$ cat config.mk
export PLATFORM = sky130hd
export DESIGN_NAME = gpu_irq_controller
export DESIGN_NICKNAME = d
export VERILOG_FILES = /design/src/rtl/gpu_irq_controller.sv
export SDC_FILE = /design/constraint.sdc
export NUM_CORES = 1
export LEC_CHECK = 0
export ABC_AREA = 0
export CORE_ASPECT_RATIO = 0.75
export CORE_MARGIN = 4
export CORE_UTILIZATION = 49
export CTS_CLUSTER_SIZE = 24
export DETAILED_ROUTE_END_ITERATION = 6
export HOLD_SLACK_MARGIN = 0.12
export PLACE_DENSITY = 0.85
export SYNTH_ARGS = -nofsm -noshare
export SYNTH_HDL_FRONTEND = slang
export SYNTH_SLANG_ARGS = --single-unit
export TNS_END_PERCENT = 50
$ cat constraint.sdc
create_clock -name clk -period 3.5 [get_ports clk]
set_input_delay 0.7 -clock clk [delete_from_list [all_inputs] [get_ports clk]]
set_output_delay 0.7 -clock clk [all_outputs]
set_load 0.005 [all_outputs]
$ cat src/rtl/gpu_irq_controller.sv
// GPU interrupt controller. Latches per-source IRQ pulses into pending bits,
// applies a software mask, and raises one level interrupt for the lowest
// active source. The interrupt is held until the host acks it, then a
// hold-off gap follows before the next assertion. A pulse on a source that
// is already pending sets a sticky overflow flag.
module gpu_irq_controller #(
  parameter int unsigned        NUM_SRC     = 8,
  parameter int unsigned        HOLDOFF_CYC = 4,
  parameter logic [NUM_SRC-1:0] MASK_RST    = '1,
  localparam int unsigned       ID_W        = $clog2(NUM_SRC)
) (
  input  logic               clk,
  input  logic               rst,
  input  logic [NUM_SRC-1:0] irq_pulse_i,
  input  logic               mask_wr_i,
  input  logic [NUM_SRC-1:0] mask_data_i,
  input  logic               ack_i,
  input  logic [ID_W-1:0]    ack_id_i,
  output logic               irq_o,
  output logic [ID_W-1:0]    irq_id_o,
  output logic [NUM_SRC-1:0] pending_o,
  output logic [NUM_SRC-1:0] overflow_o,
  output logic [NUM_SRC-1:0] mask_o
);

  localparam int unsigned CNT_W = (HOLDOFF_CYC > 0) ? $clog2(HOLDOFF_CYC + 1) : 1;

  typedef enum logic [1:0] {StIdle, StAssert, StHoldoff} state_e;

  state_e             state_q, state_d;
  logic [CNT_W-1:0]   cnt_q, cnt_d;
  logic [ID_W-1:0]    irq_id_q, irq_id_d;
  logic [NUM_SRC-1:0] pend_q, pend_d;
  logic [NUM_SRC-1:0] ovf_q, ovf_d;
  logic [NUM_SRC-1:0] mask_q, mask_d;
  logic [NUM_SRC-1:0] ack_hit;
  logic [NUM_SRC-1:0] active;
  logic [ID_W-1:0]    lowest_id;

  assign active = pend_q & mask_q;

  // Decode the ack strobe per source; ids with no matching source never hit.
  always_comb begin
    ack_hit = '0;
    for (int i = 0; i < int'(NUM_SRC); i++) begin
      ack_hit[i] = ack_i && (ack_id_i == ID_W'(i));
    end
  end

  // Pending/overflow/mask next state; a same-cycle pulse beats the ack.
  always_comb begin
    pend_d = pend_q;
    ovf_d  = ovf_q;
    mask_d = mask_wr_i ? mask_data_i : mask_q;
    for (int i = 0; i < int'(NUM_SRC); i++) begin
      pend_d[i] = irq_pulse_i[i] | (pend_q[i] & ~ack_hit[i]);
      if (irq_pulse_i[i] && ack_hit[i]) begin
        ovf_d[i] = ovf_q[i];
      end else if (irq_pulse_i[i] && pend_q[i]) begin
        ovf_d[i] = 1'b1;
      end else if (ack_hit[i]) begin
        ovf_d[i] = 1'b0;
      end
    end
  end

  // Source register file.
  always_ff @(posedge clk) begin
    if (rst) begin
      pend_q <= '0;
      ovf_q  <= '0;
      mask_q <= MASK_RST;
    end else begin
      pend_q <= pend_d;
      ovf_q  <= ovf_d;
      mask_q <= mask_d;
    end
  end

  // Priority pick: lowest-index active source.
  always_comb begin
    lowest_id = '0;
    for (int i = int'(NUM_SRC) - 1; i >= 0; i--) begin
      if (active[i]) lowest_id = ID_W'(i);
    end
  end

  // FSM state, hold-off counter and latched source id.
  always_ff @(posedge clk) begin
    if (rst) begin
      state_q  <= StIdle;
      cnt_q    <= '0;
      irq_id_q <= '0;
    end else begin
      state_q  <= state_d;
      cnt_q    <= cnt_d;
      irq_id_q <= irq_id_d;
    end
  end

  // FSM next state; the id is frozen while asserted (no re-prioritisation).
  always_comb begin
    state_d  = state_q;
    cnt_d    = cnt_q;
    irq_id_d = irq_id_q;
    case (state_q)
      StIdle: begin
        if (|active) begin
          state_d  = StAssert;
          irq_id_d = lowest_id;
        end
      end
      StAssert: begin
        if (ack_i && (ack_id_i == irq_id_q)) begin
          if (HOLDOFF_CYC == 0) begin
            state_d = StIdle;
          end else begin
            state_d = StHoldoff;
            cnt_d   = CNT_W'(HOLDOFF_CYC);
          end
        end else if (!active[irq_id_q]) begin
          // Source masked or cleared by other means: drop without hold-off.
          state_d = StIdle;
        end
      end
      StHoldoff: begin
        cnt_d = cnt_q - CNT_W'(1);
        if (cnt_q == CNT_W'(1)) begin
          state_d = StIdle;
          cnt_d   = '0;
        end
      end
      default: begin
        state_d = StIdle;
        cnt_d   = '0;
      end
    endcase
  end

  // Outputs decoded straight from registers.
  always_comb begin
    irq_o      = (state_q == StAssert);
    irq_id_o   = irq_id_q;
    pending_o  = pend_q;
    overflow_o = ovf_q;
    mask_o     = mask_q;
  end

endmodule

# Yosys cells after proc, flatten, opt, wreduce, memory -nomap -nowiden
# Index checks and enable logic that the tools add are counted.
[totals]
regBits = 32
input_bits = 23
out_inout_bits = 28
elab_cells = 145
[op_classes]
addsub = 1
n_lt_le_gt_ge = 1
eq_ne = 15
muxes = 34
n_bitwise = 34
reduce_logical = 47
[op_table]
columns = ["op", "count"]
rows = [
  ["3-bit 2-to-1 mux", 10],
  ["1-bit logical AND", 25],
  ["2-bit AND reduction", 10],
  ["1-bit 2-to-1 mux", 17],
  ["1-bit NOT", 17],
  ["2-bit nonzero test", 8],
  ["3-bit == test (second input constant)", 4],
  ["3-bit case mux with 3 select lines", 1],
  ["1-bit AND", 8],
  ["8-bit AND", 1],
  ["2-bit 2-to-1 mux", 4],
  ["1-bit OR", 8],
  ["8-bit OR reduction", 1],
  ["3-bit by 1-bit == test with 1-bit output (second input constant)", 2],
  ["3-bit by 2-bit == test with 1-bit output (second input constant)", 2],
  ["2-bit case mux with 3 select lines", 1],
  ["3-bit by 4-bit less-than comparator with 1-bit output (second input constant)", 1],
  ["2-bit != test (second input constant)", 2],
  ["1-bit binary-select mux with 3-bit select", 1],
  ["3-bit == test", 1],
  ["3-bit logical NOT", 1],
  ["3-bit != test (second input constant)", 1],
  ["3-bit AND reduction", 1],
  ["3-bit by 1-bit subtractor with 3-bit output (second input constant)", 1],
  ["4 further kinds", 4],
]

# Longest topological paths before layout
[logic_depth]
word_depth = 9
depth_mapped = 7
ltp_nobuf = 7

# Worst setup path after synthesis
# Ideal clock, no wire load.
[synth_timing]
path_type = "in2reg"
startpoint = "input port ack_id_i[1]"
endpoint = "register cnt_q[2]"
setup_time_ps = 86
t_arrival_ps = 1562
t_required_ps = 3414
slack_ps = 1852
stages = 5
n_path_buf = 0
path_cell_list = "xnor2_1 nand4_2 a21oi_4 o21ai_2 a221oi_2"
[synth_between]
elab_chain_len = 4
[synth_rtl]
columns = ["element", "line", "source"]
rows = [
  ["from (decl)", "18", "input logic [ID_W-1:0] ack_id_i,"],
  ["3-bit == test", "114", "if (ack_i && (ack_id_i == irq_id_q)) begin"],
  ["1-bit logical AND", "114", ""],
  ["2-bit by 1-bit != test with 1-bit output (no line)", "n/a", ""],
  ["2-bit AND reduction (no line)", "n/a", ""],
  ["to (signal assigned)", "96", "cnt_q <= cnt_d;"],
  ["to (decl)", "31", "logic [CNT_W-1:0] cnt_q, cnt_d;"],
]
# No other way between the ends.
# A chain may end at the register's enable or synchronous reset.

# Worst setup path after layout
[layout_timing]
startpoint = "register state_q[1]"
endpoint = "output port irq_o"
[layout_between]
elab_chain_len = 1
[layout_rtl]
columns = ["element", "line", "source"]
rows = [
  ["from (decl)", "30", "state_e state_q, state_d;"],
  ["from (signal assigned)", "91", "state_q <= StIdle;"],
  ["from (signal assigned)", "95", "state_q <= state_d;"],
  ["2-bit by 1-bit == test with 1-bit output", "142", "irq_o = (state_q == StAssert);"],
  ["to (decl)", "19", "output logic irq_o,"],
]
# No other way between the ends.

==> results.md <==
* Worst skew pair latency at 0.29 ns
* Post_cts resized at 0
* Vias in the first global route at 1435
* Status: complete, no violations
* RD Place Congestion at 0.9168
* Final non-filler cell area at 0.002175 mm^2
* Avg Cell Area, Syn at 8.496 um^2
* Clock sink total at 32
* Cell Pwr Density at 470.3 mW/mm^2
* Sequential area share after synthesis at 41.66%
* Layout cells sized above 1 at 7.265%
* Syn Inst Count at 181
* Setup TNS at 0 ns
* Grt total ovfl at 0
* Hold Vio Cnt, Final at 0
* Dominant cell type by area after synthesis: dfxtp_1
* # setup viols final at 0
* Final Hold Slack at 0.4726 ns
* CTS tree: yes
* Syn. warnings at 0
* Total power at 1.023 mW
* Hold Crit Class: reg -> reg
* Max incr delay on CP at 0.56 ns
* Sw Ratio at 28.20%
* Die Area at 0.004108 mm^2
* Setup Buffers After CTS at 0
* Clock power frac at 34.7%
* Fmax at 437.2 MHz
* Final wirelength at 3.867 mm
* Mapped Nets at 209
* Slew at the pin closest to its max-slew limit at 0.5320 ns
* First-pass DRT Iterations at 4
* Peak supply drop at 0.2717 mV
* Via count at 1526
* N_diodes at 0
* CP Capture Type: primary output
* Core area at 0.002978 mm^2
* Port Buffer Count at 50
* Most used DFF post-synth: dfxtp_1
* Synth async-reset ratio at 0%
* Die H at 56.52 um
* Initial antenna violation count at 0
* Wire length per cell at 14.22 um
* Post-CTS Hold Buffers at 0
* Top cell type's share of synthesized area at 41.66%
* Worst Path Required at 2.80 ns
* Fill cells at 259
* Critical Path AT at 1.59 ns
* Max-cap violation count at 0
* Remaining DRCs at 0
* Boundary Pins at 51
* Crit path time final at 2.287 ns
* Synthesized area at 0.001538 mm^2
* Tcrit/Tclk final at 65.35%
* CTS buffer count at 5
* Power share of the combinational group at 23.0%
* Worst Skew at 0.007268 ns
* Worst reg2reg setup slack at 1.81 ns
* Fin nets at 261
* Leakage at 0.8090 nW
* Max-Slew Margin vs Limit at 64.43%
* Initial Util at 51.64%
* Core Rows at 17
* Vias per cell at 5.610
* Fin. max-slew vios at 0
* PnR worst setup slack at 1.213 ns
* Clock buffer depth at 2
* Sequential power share at 42.3%
* #FFs+latches synth at 32
* Int Power at 0.7342 mW
* DP HPWL at 2.825 mm
* H-tree levels at 2
* Startpoint Class: flip-flop
* Yosys cell types at 34
* CP cell instances: inv_1 > ha_1 > clkdlybuf4s50_1
* Area grow syn2layout at 41.42%
* Root buffer cell: clkbuf_8
* Sw Pwr at 0.2884 mW
* Slowest CP cell: clkdlybuf4s50_1
* Ranking of synthesized cells by area: dfxtp_1, a21oi_1, nand3_1
* Clock-pin transition on the worst setup and hold timing paths at 0.07 ns
* First-pass GRT wire length at 6.327 mm
* Post-Place Setup Slack at 1.136 ns
* Detail Route Antenna Nets at 0
* Crit Path Max Fanout at 6
* Placed cell area at 0.002063 mm^2
* Largest net degree at the start of global routing at 20
* CP Class: reg -> out
* Die width at 72.69 um
* Total track usage at 19.87%
* First DRT Iteration DRCs at 124
* Number of enable flip-flop cells after synthesis at 0
* Unrepaired setup endpoints after global routing: false
==> worst max-delay path, delay by kind of cell (launching register included) <==
kind                     cells  cell delay [ns]
flip-flops                   1             0.33
adder cells (fa/ha/maj)      1             0.33
buffers and inverters        2             0.64
==> routing by layer <==
metal | share of wire, % | routed length, um | GRT usage, %
met5 | 0 | 0 | 0
met4 | 1.9 | 72 | 7.105
met3 | 11 | 434 | 7.692
met2 | 43 | 1673 | 28.79
met1 | 44 | 1686 | 26.62
==> cell usage after synthesis (2+ instances only) <==
cell type / n
a211o_1: 8
a21oi_1: 24
a22oi_1: 3
and2_1: 2
clkbuf_1: 5
dfxtp_1: 32
ha_1: 5
inv_1: 9
nand2_1: 12
nand3_1: 15
nand3b_1: 2
nand4_1: 4
nor2_1: 16
nor2b_1: 10
o211ai_1: 3
o21ai_0: 12
xnor2_1: 2
==> layout by cell type, fill, tap and decap left out, types with 2 or more instances in the layout <==
master,synthesis,final
nand2_1,12,12
nand3_1,15,15
a21oi_1,24,24
a22oi_1,3,3
inv_1,9,9
dfxtp_1,32,32
and2_1,2,2
ha_1,5,5
nor2_1,16,16
nor2b_1,10,10
clkdlybuf4s50_1,0,50
xnor2_1,2,2
nand3b_1,2,2
nand4_1,4,4
a211o_1,8,8
clkbuf_8,0,5
o21ai_0,12,12
o211ai_1,3,3
==> sequential cells by signal, summed over array words and instances (netlist names) <==
signal,cells
overflow_o,8
mask_o,8
irq_id_o,3
cnt_q,3
pending_o,8
state_q,2
==> layout make-up <==
class	instances	area (um^2)	area share, %
Timing Repair Buffer	51	508.0	23.36
Tap cell	38	47.55	2.186
Inverter	10	37.54	1.726
Multi-Input combinational cell	133	829.5	38.15
Sequential cell	32	640.6	29.46
Clock buffer	5	68.82	3.165
Clock inverter	3	42.54	1.956
==> worst paths after layout <==
| path | startpoint | to | cells after the start |
|---|---|---|---|
| setup / recovery | state_q[1]$_SDFFE_PP0P_ | irq_o | 3 |
| hold / removal | overflow_o[4]$_SDFFE_PP0P_ | overflow_o[4]$_SDFFE_PP0P_ | 2 |
| setup reg to reg | irq_id_o[0]$_SDFFE_PP0P_ | state_q[1]$_SDFFE_PP0P_ | 5 |
| hold reg to reg | overflow_o[4]$_SDFFE_PP0P_ | overflow_o[4]$_SDFFE_PP0P_ | 2 |
==> per-stage QoR <==
step,cells,util (%)
floorplan,181,-
global placement,264,69.29
detailed placement,264,69.29
CTS,272,73.03
global route,272,73.03
finish,272,73.03
==> logic make-up after synthesis <==
group | Yosys count | share of synthesized area [%]
mux | 1 | 0.6510
xor+xnor | 3 | 2.197
simple gates | 65 | 21.32
flops | 32 | 41.66
buf+inv | 16 | 4.394
compound gates | 59 | 25.71
fa+ha+maj | 5 | 4.068
==> power by group through the flow <==
stage	clock (mW)	sequential (mW)	combinational (mW)
after floorplan	0	0.430	0.134
after global placement	0	0.441	0.228
after detailed placement	0	0.441	0.232
after CTS	0.358	0.433	0.235
after global routing	0.369	0.438	0.261
final	0.355	0.432	0.235
Note: power is estimated with default switching activity, not from simulation.
